--- src/rtl/ps2_host_tx.sv ---
// PS/2 host-to-device transmitter: inhibits the clock, issues request-to-send,
// shifts a byte + odd parity + stop on device clock falls, then checks the ACK.
module ps2_host_tx #(
  parameter int INHIBIT_CYCLES = 5000,
  parameter int TIMEOUT_CYCLES = 750000
) (
  input  logic       clock,
  input  logic       reset,
  input  logic       send_valid,
  input  logic [7:0] send_data,
  output logic       send_ready,
  input  logic       ps2_clk_in,
  input  logic       ps2_data_in,
  output logic       ps2_clk_oe,
  output logic       ps2_data_oe,
  output logic       done,
  output logic       error,
  output logic [1:0] err_code
);

  localparam int MAXC = (INHIBIT_CYCLES > TIMEOUT_CYCLES) ? INHIBIT_CYCLES : TIMEOUT_CYCLES;
  localparam int CW   = $clog2(MAXC + 1);
  localparam logic [CW-1:0] INH_LAST = CW'(INHIBIT_CYCLES - 1);
  localparam logic [CW-1:0] TO_LAST  = CW'(TIMEOUT_CYCLES - 1);
  localparam logic [CW-1:0] CNT_MAX  = {CW{1'b1}};

  typedef enum logic [2:0] {
    S_IDLE, S_INHIBIT, S_RTS, S_SHIFT, S_ACK, S_WAIT_REL
  } state_t;

  state_t        state_q, state_d;
  logic [CW-1:0] cnt_q, cnt_d, cnt_inc;
  logic [3:0]    idx_q, idx_d;
  logic [9:0]    frame_q, frame_d;
  logic          clk_oe_q, clk_oe_d, data_oe_q, data_oe_d;
  logic          done_q, done_d, error_q, error_d;
  logic [1:0]    err_code_q, err_code_d;
  logic [2:0]    clk_sync_q, clk_sync_d;
  logic [1:0]    data_sync_q, data_sync_d;
  logic          clk_s, data_s, fall, timeout;

  // bit [1] is the synchronised level, bit [2] its previous value
  assign clk_s   = clk_sync_q[1];
  assign data_s  = data_sync_q[1];
  assign fall    = clk_sync_q[2] & ~clk_sync_q[1];
  assign cnt_inc = (cnt_q == CNT_MAX) ? cnt_q : cnt_q + CW'(1);
  assign timeout = (cnt_q == TO_LAST);

  always_comb begin
    state_d     = state_q;
    cnt_d       = cnt_q;
    idx_d       = idx_q;
    frame_d     = frame_q;
    clk_oe_d    = clk_oe_q;
    data_oe_d   = data_oe_q;
    done_d      = 1'b0;
    error_d     = 1'b0;
    err_code_d  = err_code_q;
    clk_sync_d  = {clk_sync_q[1:0], ps2_clk_in};
    data_sync_d = {data_sync_q[0], ps2_data_in};
    case (state_q)
      S_IDLE: begin
        clk_oe_d  = 1'b0;
        data_oe_d = 1'b0;
        if (send_valid) begin
          frame_d    = {1'b1, ~^send_data, send_data};
          clk_oe_d   = 1'b1;
          cnt_d      = '0;
          err_code_d = 2'b00;
          state_d    = S_INHIBIT;
        end
      end
      S_INHIBIT: begin
        if (cnt_q == INH_LAST) begin
          data_oe_d = 1'b1;
          state_d   = S_RTS;
        end else begin
          cnt_d = cnt_inc;
        end
      end
      S_RTS: begin
        clk_oe_d = 1'b0;
        idx_d    = 4'd0;
        cnt_d    = '0;
        state_d  = S_SHIFT;
      end
      default: begin
        cnt_d = cnt_inc;
        // a timeout wins over any edge seen in the same cycle
        if (timeout) begin
          clk_oe_d   = 1'b0;
          data_oe_d  = 1'b0;
          error_d    = 1'b1;
          err_code_d = 2'b01;
          state_d    = S_IDLE;
        end else if (state_q == S_SHIFT) begin
          if (fall) begin
            data_oe_d = ~frame_q[idx_q];
            if (idx_q == 4'd9) state_d = S_ACK;
            else               idx_d   = idx_q + 4'd1;
          end
        end else if (state_q == S_ACK) begin
          if (fall) begin
            if (!data_s) begin
              state_d = S_WAIT_REL;
            end else begin
              error_d    = 1'b1;
              err_code_d = 2'b10;
              state_d    = S_IDLE;
            end
          end
        end else if (clk_s && data_s) begin
          done_d  = 1'b1;
          state_d = S_IDLE;
        end
      end
    endcase
  end

  always_ff @(posedge clock) begin
    if (reset) begin
      state_q     <= S_IDLE;
      cnt_q       <= '0;
      idx_q       <= 4'd0;
      frame_q     <= '0;
      clk_oe_q    <= 1'b0;
      data_oe_q   <= 1'b0;
      done_q      <= 1'b0;
      error_q     <= 1'b0;
      err_code_q  <= 2'b00;
      clk_sync_q  <= 3'b111;
      data_sync_q <= 2'b11;
    end else begin
      state_q     <= state_d;
      cnt_q       <= cnt_d;
      idx_q       <= idx_d;
      frame_q     <= frame_d;
      clk_oe_q    <= clk_oe_d;
      data_oe_q   <= data_oe_d;
      done_q      <= done_d;
      error_q     <= error_d;
      err_code_q  <= err_code_d;
      clk_sync_q  <= clk_sync_d;
      data_sync_q <= data_sync_d;
    end
  end

  assign send_ready  = (state_q == S_IDLE) & ~reset;
  assign ps2_clk_oe  = clk_oe_q;
  assign ps2_data_oe = data_oe_q;
  assign done        = done_q;
  assign error       = error_q;
  assign err_code    = err_code_q;

endmodule

--- config.mk ---
export PLATFORM = sky130hd
export DESIGN_NAME = ps2_host_tx
export DESIGN_NICKNAME = d
export VERILOG_FILES = /design/src/rtl/ps2_host_tx.sv
export SDC_FILE = /design/constraint.sdc
export NUM_CORES = 1
export LEC_CHECK = 0
export ABC_CLOCK_PERIOD_IN_PS = 6050
export CAP_MARGIN = 40
export CORE_UTILIZATION = 55
export DETAILED_ROUTE_END_ITERATION = 12
export PLACE_DENSITY = 0.85
export SYNTH_ARGS = -nofsm -noshare
export SYNTH_HDL_FRONTEND = slang
export SYNTH_SLANG_ARGS = --single-unit
--- constraint.sdc ---
create_clock -name clock -period 6.05 [get_ports clock]
set_input_delay 0.605 -clock clock [delete_from_list [all_inputs] [get_ports clock]]
set_output_delay 0.605 -clock clock [all_outputs]
set_load 0.03 [all_outputs]
# Word-level counts from Yosys, hierarchy flattened
# Cells that the tools add are included.
totals:
  ff_bits: 48
  latchBits: 0
  ram_bits: 0
  romBits: 0
  output_inout_bits: 7
  memories: 0
classes:
  addsub: 2
  mul: 0
  div: 0
  magnitude_cmp: 1
  eq_ne: 17
  n_shift: 0
  mux: 43
  bitwise_logic: 9
  reduce_logical: 23
op_table:
  columns: ["cell", "count"]
  rows:
  - ["20-bit two-way mux", 3]
  - ["20-bit case mux with 3 select lines", 1]
  - ["20-bit equality test, second input constant", 2]
  - ["3-bit two-way mux", 10]
  - ["20-bit by 1-bit adder with 20-bit output, second input constant", 1]
  - ["20-bit by 13-bit equality test with 1-bit output, second input constant", 1]
  - ["4-bit two-way mux", 4]
  - ["1-bit two-way mux", 13]
  - ["2-bit two-way mux", 6]
  - ["6-bit by 3-bit != test with 1-bit output, second input constant", 2]
  - ["6-bit AND reduction", 2]
  - ["3-bit nonzero test", 4]
  - ["3-bit case mux with 3 select lines", 1]
  - ["4-bit case mux with 2 select lines", 1]
  - ["4-bit nonzero test", 2]
  - ["8-bit XNOR reduction", 1]
  - ["1-bit inverter", 7]
  - ["7-bit nonzero test", 1]
  - ["7-bit OR reduction", 1]
  - ["3-bit by 2-bit equality test with 1-bit output, second input constant", 2]
  - ["2-bit != test, second input constant", 3]
  - ["6-bit by 2-bit != test with 1-bit output, second input constant", 1]
  - ["1-bit case mux with 3 select lines", 2]
  - ["2-bit AND reduction", 3]
  - ["other kinds (17)", 21]

# Depth between registers and ports, before layout
# Gate-level depths: netlist of run 1.
logic_depth:
  depth_word: 7
  mapped_depth: 8
  mapped_depth_nobuf: 8

# Least setup slack after synthesis of run 1
# No wires, ideal clock.
synth_timing:
  kind: "input port to output port"
  startpoint: "in reset"
  endpoint: "out send_ready"
  arrival_ns: 1.410
  t_required_ns: 5.445
  setup_slack_ns: 4.035
  stages: 3
  n_path_buf: 2
  cell_sequence: "clkbuf_1 clkbuf_1 nor2_1"
synth_between:
  elab_chain_cells: 2
synth_lines:
  columns: ["element", "line", "text"]
  rows:
  - ["from (decl)", "8", "input logic reset,"]
  - ["1-bit inverter", "148", "assign send_ready = (state_q == S_IDLE) & ~reset;"]
  - ["1-bit bitwise AND", "148", null]
  - ["to (decl)", "11", "output logic send_ready,"]
# No other way between the ends.

# Final worst setup path of run 1
layout_timing:
  startpoint: "reg state_q[2]"
  endpoint: "out send_ready"
layout_between:
  elab_chain_cells: 2
layout_lines:
  columns: ["element", "line", "text"]
  rows:
  - ["from (decl)", "31", "state_t state_q, state_d;"]
  - ["from (signal assigned)", "134", "state_q <= state_d;"]
  - ["3-bit zero test", "148", null]
  - ["1-bit bitwise AND", "148", null]
# No other way between the ends.

==> metrics.cfg, run 1 <==
[run_status]
run_status = finished, final reports clean

[critical_path]
cp_max_fo = 21
timing.critical_path.required_ns = 5.44
critical_path.max_stage_delay_ns = 0.67
timing_worst_setup_path_type = reg2out
reg2regPathDepth = 5
crit-reg2reg-capture = cnt_q[14]$_SDFFE_PP0P_
critical_path.startpoint_type = register
critPathLaunch = state_q[2]$_SDFFE_PP0P_
setup.reg_to_reg.worst_slack_ns = 3.75
critPathBufInv = 1
end_kind = primary output
cpMaxStageDelayCell = sky130_fd_sc_hd__clkdlybuf4s50_1
worstPathArrival_ns = 2.11
regToRegStartpoint = state_q[2]$_SDFFE_PP0P_
crit_path_cell_trace = or3_1 -> nor2_1 -> clkdlybuf4s50_1
worst_path_dominant_cell_family = buffers and inverters

[sta]
timing.final.setup_violations = 0
fin_worst_skew_ns = 0.00413
timing.final.crit_period_ns = 2.72
final-max-slew-violation-count = 0
grt_setup_unrepaired = false
worst_max_slew_pin_slew_ns = 0.747
finalHoldViolations = 0
maxClockFrequency_mhz = 368
totalNegativeSetupSlack_ns = 0
timing.max_slew.rel_slack_pct = 50.0
final_period_utilization_pct = 44.9

[floorplanning]
floorplan.die.width_um = 70.4
rows = 24
dieArea_sq_um = 4960
io_pins = 20
starting_density_of_the_core_pct = 58.3
placeableCoreArea_sq_um = 4410
fp.dieH_um = 70.4

[cells_and_area]
multi_input_area_sq_um = 1530
post_route_cells_drive_above_1_share_pct = 8.07
layoutNonFillerInstCount = 374
mostFrequentLayoutCell = sky130_fd_sc_hd__dfxtp_1
most_used_cells_in_the_layout_excluding_fill_and_tap_cells = sky130_fd_sc_hd__dfxtp_1, sky130_fd_sc_hd__nand2_1, sky130_fd_sc_hd__nor2_1
fill_cells = 400
sequential_cell_area_sq_um = 961
areaGrowthSynthToFinish_pct = 10.1
insertedDiodeCount = 0
fin_nets = 338

[synth]
synthCells = 310
synth_top_cell_area_share_pct = 37.3
synth_cell_types = 56
postSynthAreaPerCell_sq_um = 8.31
ys_warn_count = 0
yosys-top-cells-area = sky130_fd_sc_hd__dfxtp_1, sky130_fd_sc_hd__nand2_1, sky130_fd_sc_hd__nor2_1, sky130_fd_sc_hd__xnor2_1, sky130_fd_sc_hd__a21oi_1
synth-edff-count = 0
netlist.top_cell.by_area = sky130_fd_sc_hd__dfxtp_1
synth-async-reset-ratio_pct = 0
prevailing_post_synth_register_cell = sky130_fd_sc_hd__dfxtp_1
ys_ff_latch = 48
register_area_share_after_synthesis_pct = 37.3
synthesis.nets = 326
synthesis.area_sq_um = 2570

[flow_run]
count_of_max_cap_constraint_violations = 0

[grt]
gr-total-overflow = 0
grt_max_degree = 34
antenna_found_initial = 0
gr-usage-all-layers_pct = 23.2
wire_length_of_the_first_global_routing_pass_um = 9320
first_global_vias = 2090

[placed_design]
dpl.hpwl_um = 3780
port_buffers = 19
finalWeightedCongestion = 0.838
place.detailed.instances = 367

[cts]
clock_sinks = 48
cts_max_level = 2
clkSlewWorstSetupHoldPaths_ns = 0.08
cts-root-buf = sky130_fd_sc_hd__clkbuf_8
number_of_buffers_created_by_cts = 5
latest_clock_arrival_within_the_worst_skew_pair_ns = 0.30
post_cts_resized = 0
tritoncts = built
cts.repair_timing.setup_buffer_count = 0
cts_max_path_buffers = 2
cts_hold_repair.buffers = 0

[hold_path]
hold-path-cell-count = 1
worst_hold_path.endpoint = data_sync_q[1]$_SDFF_PP1_
timing.hold.worst.start = data_sync_q[0]$_SDFF_PP1_
hold_path.class = reg2reg

[drt]
count_of_unresolved_drc_violations_after_routing = 0
drtAntennaViolNets = 0
route.vias.total = 2268
detail_route.iter0.violations = 181
vias_per_cell = 6.06
post_drt_wl_per_cell_um = 14.1
detail_route.wirelength_um = 5290
firstDrtPassIters = 4

[power_and_ir_drop]
power_density_nw_per_um2 = 209
vdd_drop_max_v = 0.000152
power.static_leakage_nw = 1.02

==> state kept, by name (all words and copies together) (netlist names) <==
name,count
cnt_q,20
clk_sync_q,3
error,1
data_sync_q,2
idx_q,4
err_code,2
ps2_clk_oe,1
ps2_data_oe,1
state_q,3
frame_q,10
done,1
==> worst max path at each step <==
stage | end | slack, ns | depth (start not counted)
3_3_place_gp | send_ready | 3.41 | 4
5_1_grt | send_ready | 3.25 | 3
4_1_cts | send_ready | 3.33 | 3
2_1_floorplan | send_ready | 4.03 | 3
3_5_place_dp | send_ready | 3.39 | 4
6_report | send_ready | 3.33 | 3
==> layer usage <==
metal	global-route usage, %	up-vias	part of all wire (%)
met4	7.11	0	0.91
met2	40.7	59	50
li1	-	1136	-
met3	4.33	7	4.4
met1	28.4	1066	45
met5	0	-	0
==> cells in the mapped netlist, types with 3 or more instances <==
library cell / instances
sky130_fd_sc_hd__buf_6: 3
sky130_fd_sc_hd__and2_1: 3
sky130_fd_sc_hd__xnor2_1: 14
sky130_fd_sc_hd__nand3_1: 12
sky130_fd_sc_hd__nand2_1: 46
sky130_fd_sc_hd__and3_1: 5
sky130_fd_sc_hd__xor2_1: 3
sky130_fd_sc_hd__nor4_1: 6
sky130_fd_sc_hd__nor3_1: 7
sky130_fd_sc_hd__a21oi_1: 19
sky130_fd_sc_hd__nor2_1: 35
sky130_fd_sc_hd__o21ai_0: 4
sky130_fd_sc_hd__mux2i_1: 5
sky130_fd_sc_hd__clkbuf_1: 9
sky130_fd_sc_hd__o31a_1: 3
sky130_fd_sc_hd__or2_2: 5
sky130_fd_sc_hd__nor3_2: 4
sky130_fd_sc_hd__o21ai_1: 6
sky130_fd_sc_hd__ha_1: 3
sky130_fd_sc_hd__or3_1: 8
sky130_fd_sc_hd__nand4_1: 10
sky130_fd_sc_hd__a31o_1: 3
sky130_fd_sc_hd__dfxtp_1: 48
==> power breakdown <==
part           internal (mW)  switching [mW]  total (mW)
sequential             0.326         0.00927       0.335
combinational         0.0344          0.0441      0.0785
clock                 0.0787           0.101       0.180
==> stage by stage <==
| step | power (mW) | area [sq um] | setup slack, ns | utilization, % | hold slack, ns |
|---|---|---|---|---|---|
| 2_1_floorplan | 0.397 | 2570 | 4.03 | - | 0.389 |
| 3_3_place_gp | 0.419 | 2760 | 3.41 | 62.4 | 0.391 |
| 3_5_place_dp | 0.421 | 2760 | 3.39 | 62.4 | 0.397 |
| 4_1_cts | 0.597 | 2830 | 3.33 | 64.2 | 0.419 |
| 5_1_grt | 0.622 | 2830 | 3.25 | 64.2 | 0.440 |
| 6_report | 0.593 | 2830 | 3.33 | 64.2 | 0.416 |
==> kinds of logic (layout without fill, tap and decap cells) <==
kind of cell               count (synthesis)  in the layout  synth area share [%]
adders and majority gates                  3              3                  1.46
buffers and inverters                     17             29                  3.45
AOI/OAI and AO/OA                         52             52                  12.7
xor gates and xnor gates                  17             17                  5.78
and+or+nand+nor                          166            166                  35.6
muxes                                      7              7                  3.69
DFF                                       48             48                  37.3
==> final cells by class <==
cell class	instances	share of cell area, %
Timing Repair Buffer	20	6.98
Inverter	2	0.265
Tap cell	52	2.30
Sequential cell	48	33.9
Multi-Input combinational cell	245	53.8
Clock inverter	1	0.177
Clock buffer	6	2.56
==> worst register-to-register path, delay by kind of cell (launching register included) <==
kind               cells  cell delay, ns
DFF                    1            0.70
and+or+nand+nor        4            1.39
AOI/OAI and AO/OA      1            0.15
Note: power is estimated with default switching activity, not from simulation.
==> run 2, diff against run 1 <==
Settings changed: ABC_CLOCK_PERIOD_IN_PS 6050 to 2650.
Clock period 6.05 ns to 2.65 ns, I/O delays scaled along.
==> run 2 against run 1 <==
Effect of this change:
- worst hold slack lost 0.0011 ns
- non-clock buffer count grew 4
- first-iteration DRC count shrank 19%
- critical path depth is the same
- core utilization grew 1.7 points
- sequential cell count is the same
- clock skew grew 0.0010 ns
==> metrics.cfg, run 2 (synthesized netlist as in run 1, its figures left out) <==
[grt]
grt_max_degree = 22  ; -35%
met1_usage_pct = 32.7  ; +4.3 points
grt-busiest-layer = met2
global_route.usage.met2_pct = 40.6  ; -0.11 points
antenna_found_initial = 0  ; unchanged
wire_length_of_the_first_global_routing_pass_um = 9920  ; +6.4%
first_global_vias = 2134  ; +2.1%
gr-usage-all-layers_pct = 24.8  ; +1.6 points
gr-total-overflow = 0  ; unchanged
global_route.usage.met3_pct = 4.47  ; +0.14 points

[sta]
maxClockFrequency_mhz = 420
grt_setup_unrepaired = false
timing.max_slew.rel_slack_pct = 56.0  ; +5.9 points
finalHoldViolations = 0  ; unchanged
final.setup.worst_slack_ns = 0.271  ; -3.06 ns
final-max-slew-violation-count = 0  ; unchanged
final_period_utilization_pct = 89.8
timing.final.crit_period_ns = 2.38
fin_worst_skew_ns = 0.00516  ; +0.00103 ns
worst_max_slew_pin_slew_ns = 0.655  ; -0.0914 ns
totalNegativeSetupSlack_ns = 0  ; unchanged
timing.final.setup_violations = 0  ; unchanged

[drt]
detail_route.iter0.violations = 146  ; -19%
detail_route.wirelength_um = 5470  ; +3.4%
count_of_unresolved_drc_violations_after_routing = 0  ; unchanged
firstDrtPassIters = 4  ; unchanged
vias_per_cell = 6.04  ; -0.36%
post_drt_wl_per_cell_um = 14.4  ; +2.1%
drtAntennaViolNets = 0  ; unchanged
route.vias.total = 2290  ; +0.97%

[floorplanning]
dieArea_sq_um = 4960  ; unchanged
starting_density_of_the_core_pct = 58.3  ; unchanged
rows = 24  ; unchanged
fp.dieH_um = 70.4  ; unchanged
placeableCoreArea_sq_um = 4410  ; unchanged
floorplan.die.width_um = 70.4  ; unchanged
io_pins = 20  ; unchanged

[cells_and_area]
mostFrequentLayoutCell = sky130_fd_sc_hd__dfxtp_1
reg.largest.list = cnt_q: 20 flops, frame_q: 10 flops, idx_q: 4 flops
largest_register_ffs = 20  ; unchanged
final_core_utilization_pct = 65.9  ; +1.7 points
insertedDiodeCount = 0  ; unchanged
most_used_cells_in_the_layout_excluding_fill_and_tap_cells = sky130_fd_sc_hd__dfxtp_1, sky130_fd_sc_hd__nand2_1, sky130_fd_sc_hd__nor2_1
fin_nets = 342  ; +1.2%
post_route_cells_drive_above_1_share_pct = 9.79  ; +1.7 points
areaGrowthSynthToFinish_pct = 12.9
fill_cells = 373  ; -6.8%
regMostFlops = cnt_q
final_area_sq_um = 2910  ; +2.6%

[cts]
number_of_buffers_created_by_cts = 5  ; unchanged
cts-root-buf = sky130_fd_sc_hd__clkbuf_8
cts_max_path_buffers = 2  ; unchanged
latest_clock_arrival_within_the_worst_skew_pair_ns = 0.31  ; about the same
cts.repair_timing.setup_buffer_count = 0  ; unchanged
clock_sinks = 48  ; unchanged
post_cts_resized = 0  ; unchanged
cts_max_level = 2  ; unchanged
tritoncts = built
cts_hold_repair.buffers = 0  ; unchanged
clkSlewWorstSetupHoldPaths_ns = 0.09  ; about the same

[critical_path]
end_kind = primary output
critical_path.max_stage_delay_ns = 0.69  ; +0.02 ns
timing.critical_path.required_ns = 2.38  ; -3.06 ns
crit_path_cell_trace = or3_1 -> nor2_1 -> clkdlybuf4s50_1
worstPathArrival_ns = 2.11  ; about the same
reg2regPathDepth = 7  ; +2
cpMaxStageDelayCell = sky130_fd_sc_hd__clkdlybuf4s50_1
setup.reg_to_reg.worst_slack_ns = 0.43  ; -3.32 ns
timing_worst_setup_path_type = reg2out
crit-reg2reg-capture = err_code[0]$_SDFFE_PP0P_
critical_path.startpoint_type = register
cp_max_fo = 21  ; unchanged
regToRegStartpoint = cnt_q[0]$_SDFFE_PP0P_

[power_and_ir_drop]
power.static_leakage_nw = 1.06  ; +3.9%
power_density_nw_per_um2 = 519  ; +150%
vdd_drop_max_v = 0.000391  ; +160%

[hold_path]
hold-path-cell-count = 1  ; unchanged
worst_hold_path.endpoint = clk_sync_q[1]$_SDFF_PP1_
timing.hold.worst.start = clk_sync_q[0]$_SDFF_PP1_
hold_path.class = reg2reg

[placed_design]
finalWeightedCongestion = 0.905  ; +8.1%
place_worst_setup_slack_ns = 0.492  ; -2.90 ns
port_buffers = 19  ; unchanged
dpl.hpwl_um = 4010  ; +6.1%
placedInstanceArea_sq_um = 2790  ; +1.1%

[run_status]
run_status = finished, final reports clean

[flow_run]
count_of_max_cap_constraint_violations = 0  ; unchanged

==> run 2: changes by cell type in the layout (fill, tap and decap cells not counted) <==
cell                        previous run  this run
sky130_fd_sc_hd__buf_4                 1         5
sky130_fd_sc_hd__bufinv_16             0         1
sky130_fd_sc_hd__clkbuf_1              1         0
sky130_fd_sc_hd__clkbuf_8              5         6
sky130_fd_sc_hd__clkinv_2              1         0
sky130_fd_sc_hd__clkinv_4              0         1
==> run 2: cell type report <==
cell class | count | area (sq um) | area share, %
well taps | 52 | 65.1 | 2.24
clock inverters | 2 | 38.8 | 1.33
repair buffers | 24 | 228 | 7.83
flip-flops and latches | 48 | 961 | 33.0
multi-input cells | 245 | 1530 | 52.5
inverters | 2 | 7.51 | 0.258
clock buffers | 6 | 82.6 | 2.84
==> run 2: power by group <==
part | switching [mW] | internal (mW)
clock network | 0.253 | 0.309
registers | 0.0213 | 0.744
logic | 0.101 | 0.0823
==> run 2: worst max path at each step <==
stage                                        from                     end  slack [ns]  cells past startpoint
final                     state_q[2]$_SDFFE_PP0P_              send_ready        0.27                      3
after global routing      state_q[2]$_SDFFE_PP0P_              send_ready        0.18                      3
after CTS                 state_q[2]$_SDFFE_PP0P_              send_ready        0.28                      3
after detailed placement  state_q[2]$_SDFFE_PP0P_  cnt_q[14]$_SDFFE_PP0P_        0.49                      5
after global placement                 send_valid  cnt_q[14]$_SDFFE_PP0P_        0.52                      5
after floorplan             cnt_q[0]$_SDFFE_PP0P_  cnt_q[15]$_SDFFE_PP0P_        0.69                      8
==> run 2: routing by layer <==
layer	share of wire, %	up-vias
li1	-	1142
met1	46	1069
met2	49	71
met3	4.1	8
met4	1.3	0
met5	0	-
==> run 2: critical path, delay by kind of cell (launching register included) <==
kind	cells	cell delay (ns)
buffers and inverters	1	0.69
AND/OR/NAND/NOR	2	0.63
flip-flops	1	0.50
==> run 2: through the flow <==
step,total power [mW],hold slack [ns],std cells
finish,1.51,0.415,379
global placement,0.961,0.390,371
detailed placement,0.966,0.398,371
CTS,1.52,0.420,379
global route,1.57,0.438,379
floorplan,0.906,0.369,310
==> run 3, diff against run 2 <==
Settings changed: CAP_MARGIN 40 to 10, MAX_ROUTING_LAYER set to met4.
==> run 3 against run 2 <==
Effect of this change:
- combinational power barely moved
- sequential power is essentially flat
- final cell count unchanged
- core utilization shrank 0.71 points
- die area stayed put
- clock skew increased by 0.0021 ns
- global-route usage is 0.78 points lower
- first-iteration DRC count increased by 19%
- largest power group unchanged
- clock power is 22% lower
- fmax rose by 0.69%
- sequential cell count is the same
==> metrics.cfg, run 3 (synthesized netlist as in run 1, its figures left out) <==
[sta]
fin_worst_skew_ns = 0.00723  ; +0.00207 ns
totalNegativeSetupSlack_ns = 0  ; unchanged
grt_setup_unrepaired = false
timing.final.crit_period_ns = 2.36  ; -0.0164 ns
finalHoldViolations = 0  ; unchanged
worst_max_slew_pin_slew_ns = 0.643  ; -0.0126 ns
final-max-slew-violation-count = 0  ; unchanged
timing.final.setup_violations = 0  ; unchanged
final_period_utilization_pct = 89.2  ; -0.62 points
timing.max_slew.rel_slack_pct = 56.9  ; +0.94 points
maxClockFrequency_mhz = 423  ; +0.69%

[run_status]
run_status = finished, final reports clean

[cts]
cts_max_path_buffers = 2  ; unchanged
number_of_buffers_created_by_cts = 5  ; unchanged
cts_max_level = 2  ; unchanged
cts_hold_repair.buffers = 0  ; unchanged
post_cts_resized = 0  ; unchanged
clock_sinks = 48  ; unchanged
cts-root-buf = sky130_fd_sc_hd__clkbuf_8
cts.repair_timing.setup_buffer_count = 0  ; unchanged
clkSlewWorstSetupHoldPaths_ns = 0.08  ; about the same
latest_clock_arrival_within_the_worst_skew_pair_ns = 0.29  ; -0.02 ns
tritoncts = built

[grt]
grt_max_degree = 22  ; unchanged
antenna_found_initial = 0  ; unchanged
first_global_vias = 2066  ; -3.2%
gr-total-overflow = 0  ; unchanged
wire_length_of_the_first_global_routing_pass_um = 9430  ; -4.9%
gr-usage-all-layers_pct = 24.0  ; -0.78 points

[hold_path]
hold-path-cell-count = 1  ; unchanged
hold_path.class = reg2reg

[critical_path]
timing.critical_path.required_ns = 2.38  ; about the same
critical_path.startpoint_type = register
reg2regPathDepth = 5  ; -2
cp_max_fo = 21  ; unchanged
timing_worst_setup_path_type = reg2out
setup.reg_to_reg.worst_slack_ns = 0.45  ; +0.02 ns
worstPathArrival_ns = 2.10  ; about the same
end_kind = primary output

[power_and_ir_drop]
vdd_drop_max_v = 0.000244  ; -38%
power_frac_seq_pct = 55.2  ; +4.5 points
p_clk_share_pct = 31.7  ; -5.5 points
power.static_leakage_nw = 1.05  ; -1.5%
power_density_nw_per_um2 = 482  ; -7.2%
power_switching_mw = 0.347  ; -7.4%
intPower_mw = 1.04  ; -8.4%
power.switching_fraction_pct = 25.0  ; +0.20 points
p_comb_share_pct = 13.1  ; +1.0 points

[drt]
detail_route.iter0.violations = 174  ; +19%
firstDrtPassIters = 4  ; unchanged
count_of_unresolved_drc_violations_after_routing = 0  ; unchanged
route.vias.total = 2271  ; -0.83%
detail_route.wirelength_um = 5290  ; -3.5%
post_drt_wl_per_cell_um = 13.9  ; -3.5%
vias_per_cell = 5.99  ; -0.83%
drtAntennaViolNets = 0  ; unchanged

[floorplanning]
floorplan.die.width_um = 70.4  ; unchanged
starting_density_of_the_core_pct = 58.3  ; unchanged
dieArea_sq_um = 4960  ; unchanged
rows = 24  ; unchanged
fp.dieH_um = 70.4  ; unchanged
io_pins = 20  ; unchanged
placeableCoreArea_sq_um = 4410  ; unchanged

[cells_and_area]
most_used_cells_in_the_layout_excluding_fill_and_tap_cells = sky130_fd_sc_hd__dfxtp_1, sky130_fd_sc_hd__nand2_1, sky130_fd_sc_hd__nor2_1
largest_register_ffs = 20  ; unchanged
post_route_cells_drive_above_1_share_pct = 9.17  ; -0.61 points
final_core_utilization_pct = 65.2  ; -0.71 points
insertedDiodeCount = 0  ; unchanged
regMostFlops = cnt_q
reg.largest.list = cnt_q: 20 flops, frame_q: 10 flops, idx_q: 4 flops
areaGrowthSynthToFinish_pct = 11.7
mostFrequentLayoutCell = sky130_fd_sc_hd__dfxtp_1
fin_nets = 342  ; unchanged

[flow_run]
count_of_max_cap_constraint_violations = 0  ; unchanged

[placed_design]
dpl.hpwl_um = 3970  ; -1.0%
finalWeightedCongestion = 0.902  ; -0.36%
port_buffers = 19  ; unchanged

run 3: cell count changes in the layout (fill, tap and decap cells not counted):
cell                        delta
sky130_fd_sc_hd__bufinv_16     -1
sky130_fd_sc_hd__clkbuf_1      +2
sky130_fd_sc_hd__clkinv_4      -1
run 3: final timing paths:
kind	start	end
worst max-delay path	state_q[2]$_SDFFE_PP0P_	send_ready
worst min-delay path	clk_sync_q[0]$_SDFF_PP1_	clk_sync_q[1]$_SDFF_PP1_
worst max register to register	state_q[2]$_SDFFE_PP0P_	cnt_q[14]$_SDFFE_PP0P_
worst min register to register	clk_sync_q[0]$_SDFF_PP1_	clk_sync_q[1]$_SDFF_PP1_
run 3: metal layers:
metal / up-vias / global-route usage, % / part of all wire, %
met1: 1055 / 31.4 / 48
met4: 0 / 8.44 / 1.7
met2: 52 / 37.1 / 47
met5: - / - / 0
met3: 11 / 4.33 / 3.4
li1: 1153 / - / -
run 3: power groups by stage:
stage	clock, mW	combinational [mW]	sequential [mW]
after detailed placement	0	0.182	0.782
after global routing	0.487	0.205	0.770
after CTS	0.459	0.182	0.765
after floorplan	0	0.126	0.780
after global placement	0	0.180	0.781
final	0.439	0.182	0.765
run 3: layout make-up:
class | count | area, sq um
Fill cell | 355 | 1540
Inverter | 2 | 7.51
Clock buffer | 8 | 90.1
Tap cell | 52 | 65.1
Sequential cell | 48 | 961
Timing Repair Buffer | 24 | 228
Multi-Input combinational cell | 245 | 1530
run 3: critical path: stages (launching register included):
cell	delay, ns
sky130_fd_sc_hd__dfxtp_1	0.49
sky130_fd_sc_hd__or3_1	0.48
sky130_fd_sc_hd__nor2_1	0.14
sky130_fd_sc_hd__clkdlybuf4s50_1	0.69
run 3: through the flow:
step,instances,area [sq um],hold WS [ns],power [mW],setup WS [ns]
after detailed placement,371,2790,0.397,0.964,0.487
after CTS,379,2880,0.420,1.41,0.289
final,379,2880,0.417,1.39,0.287
after floorplan,310,2570,0.369,0.906,0.689
after global routing,379,2880,0.442,1.46,0.221
after global placement,371,2790,0.391,0.961,0.529
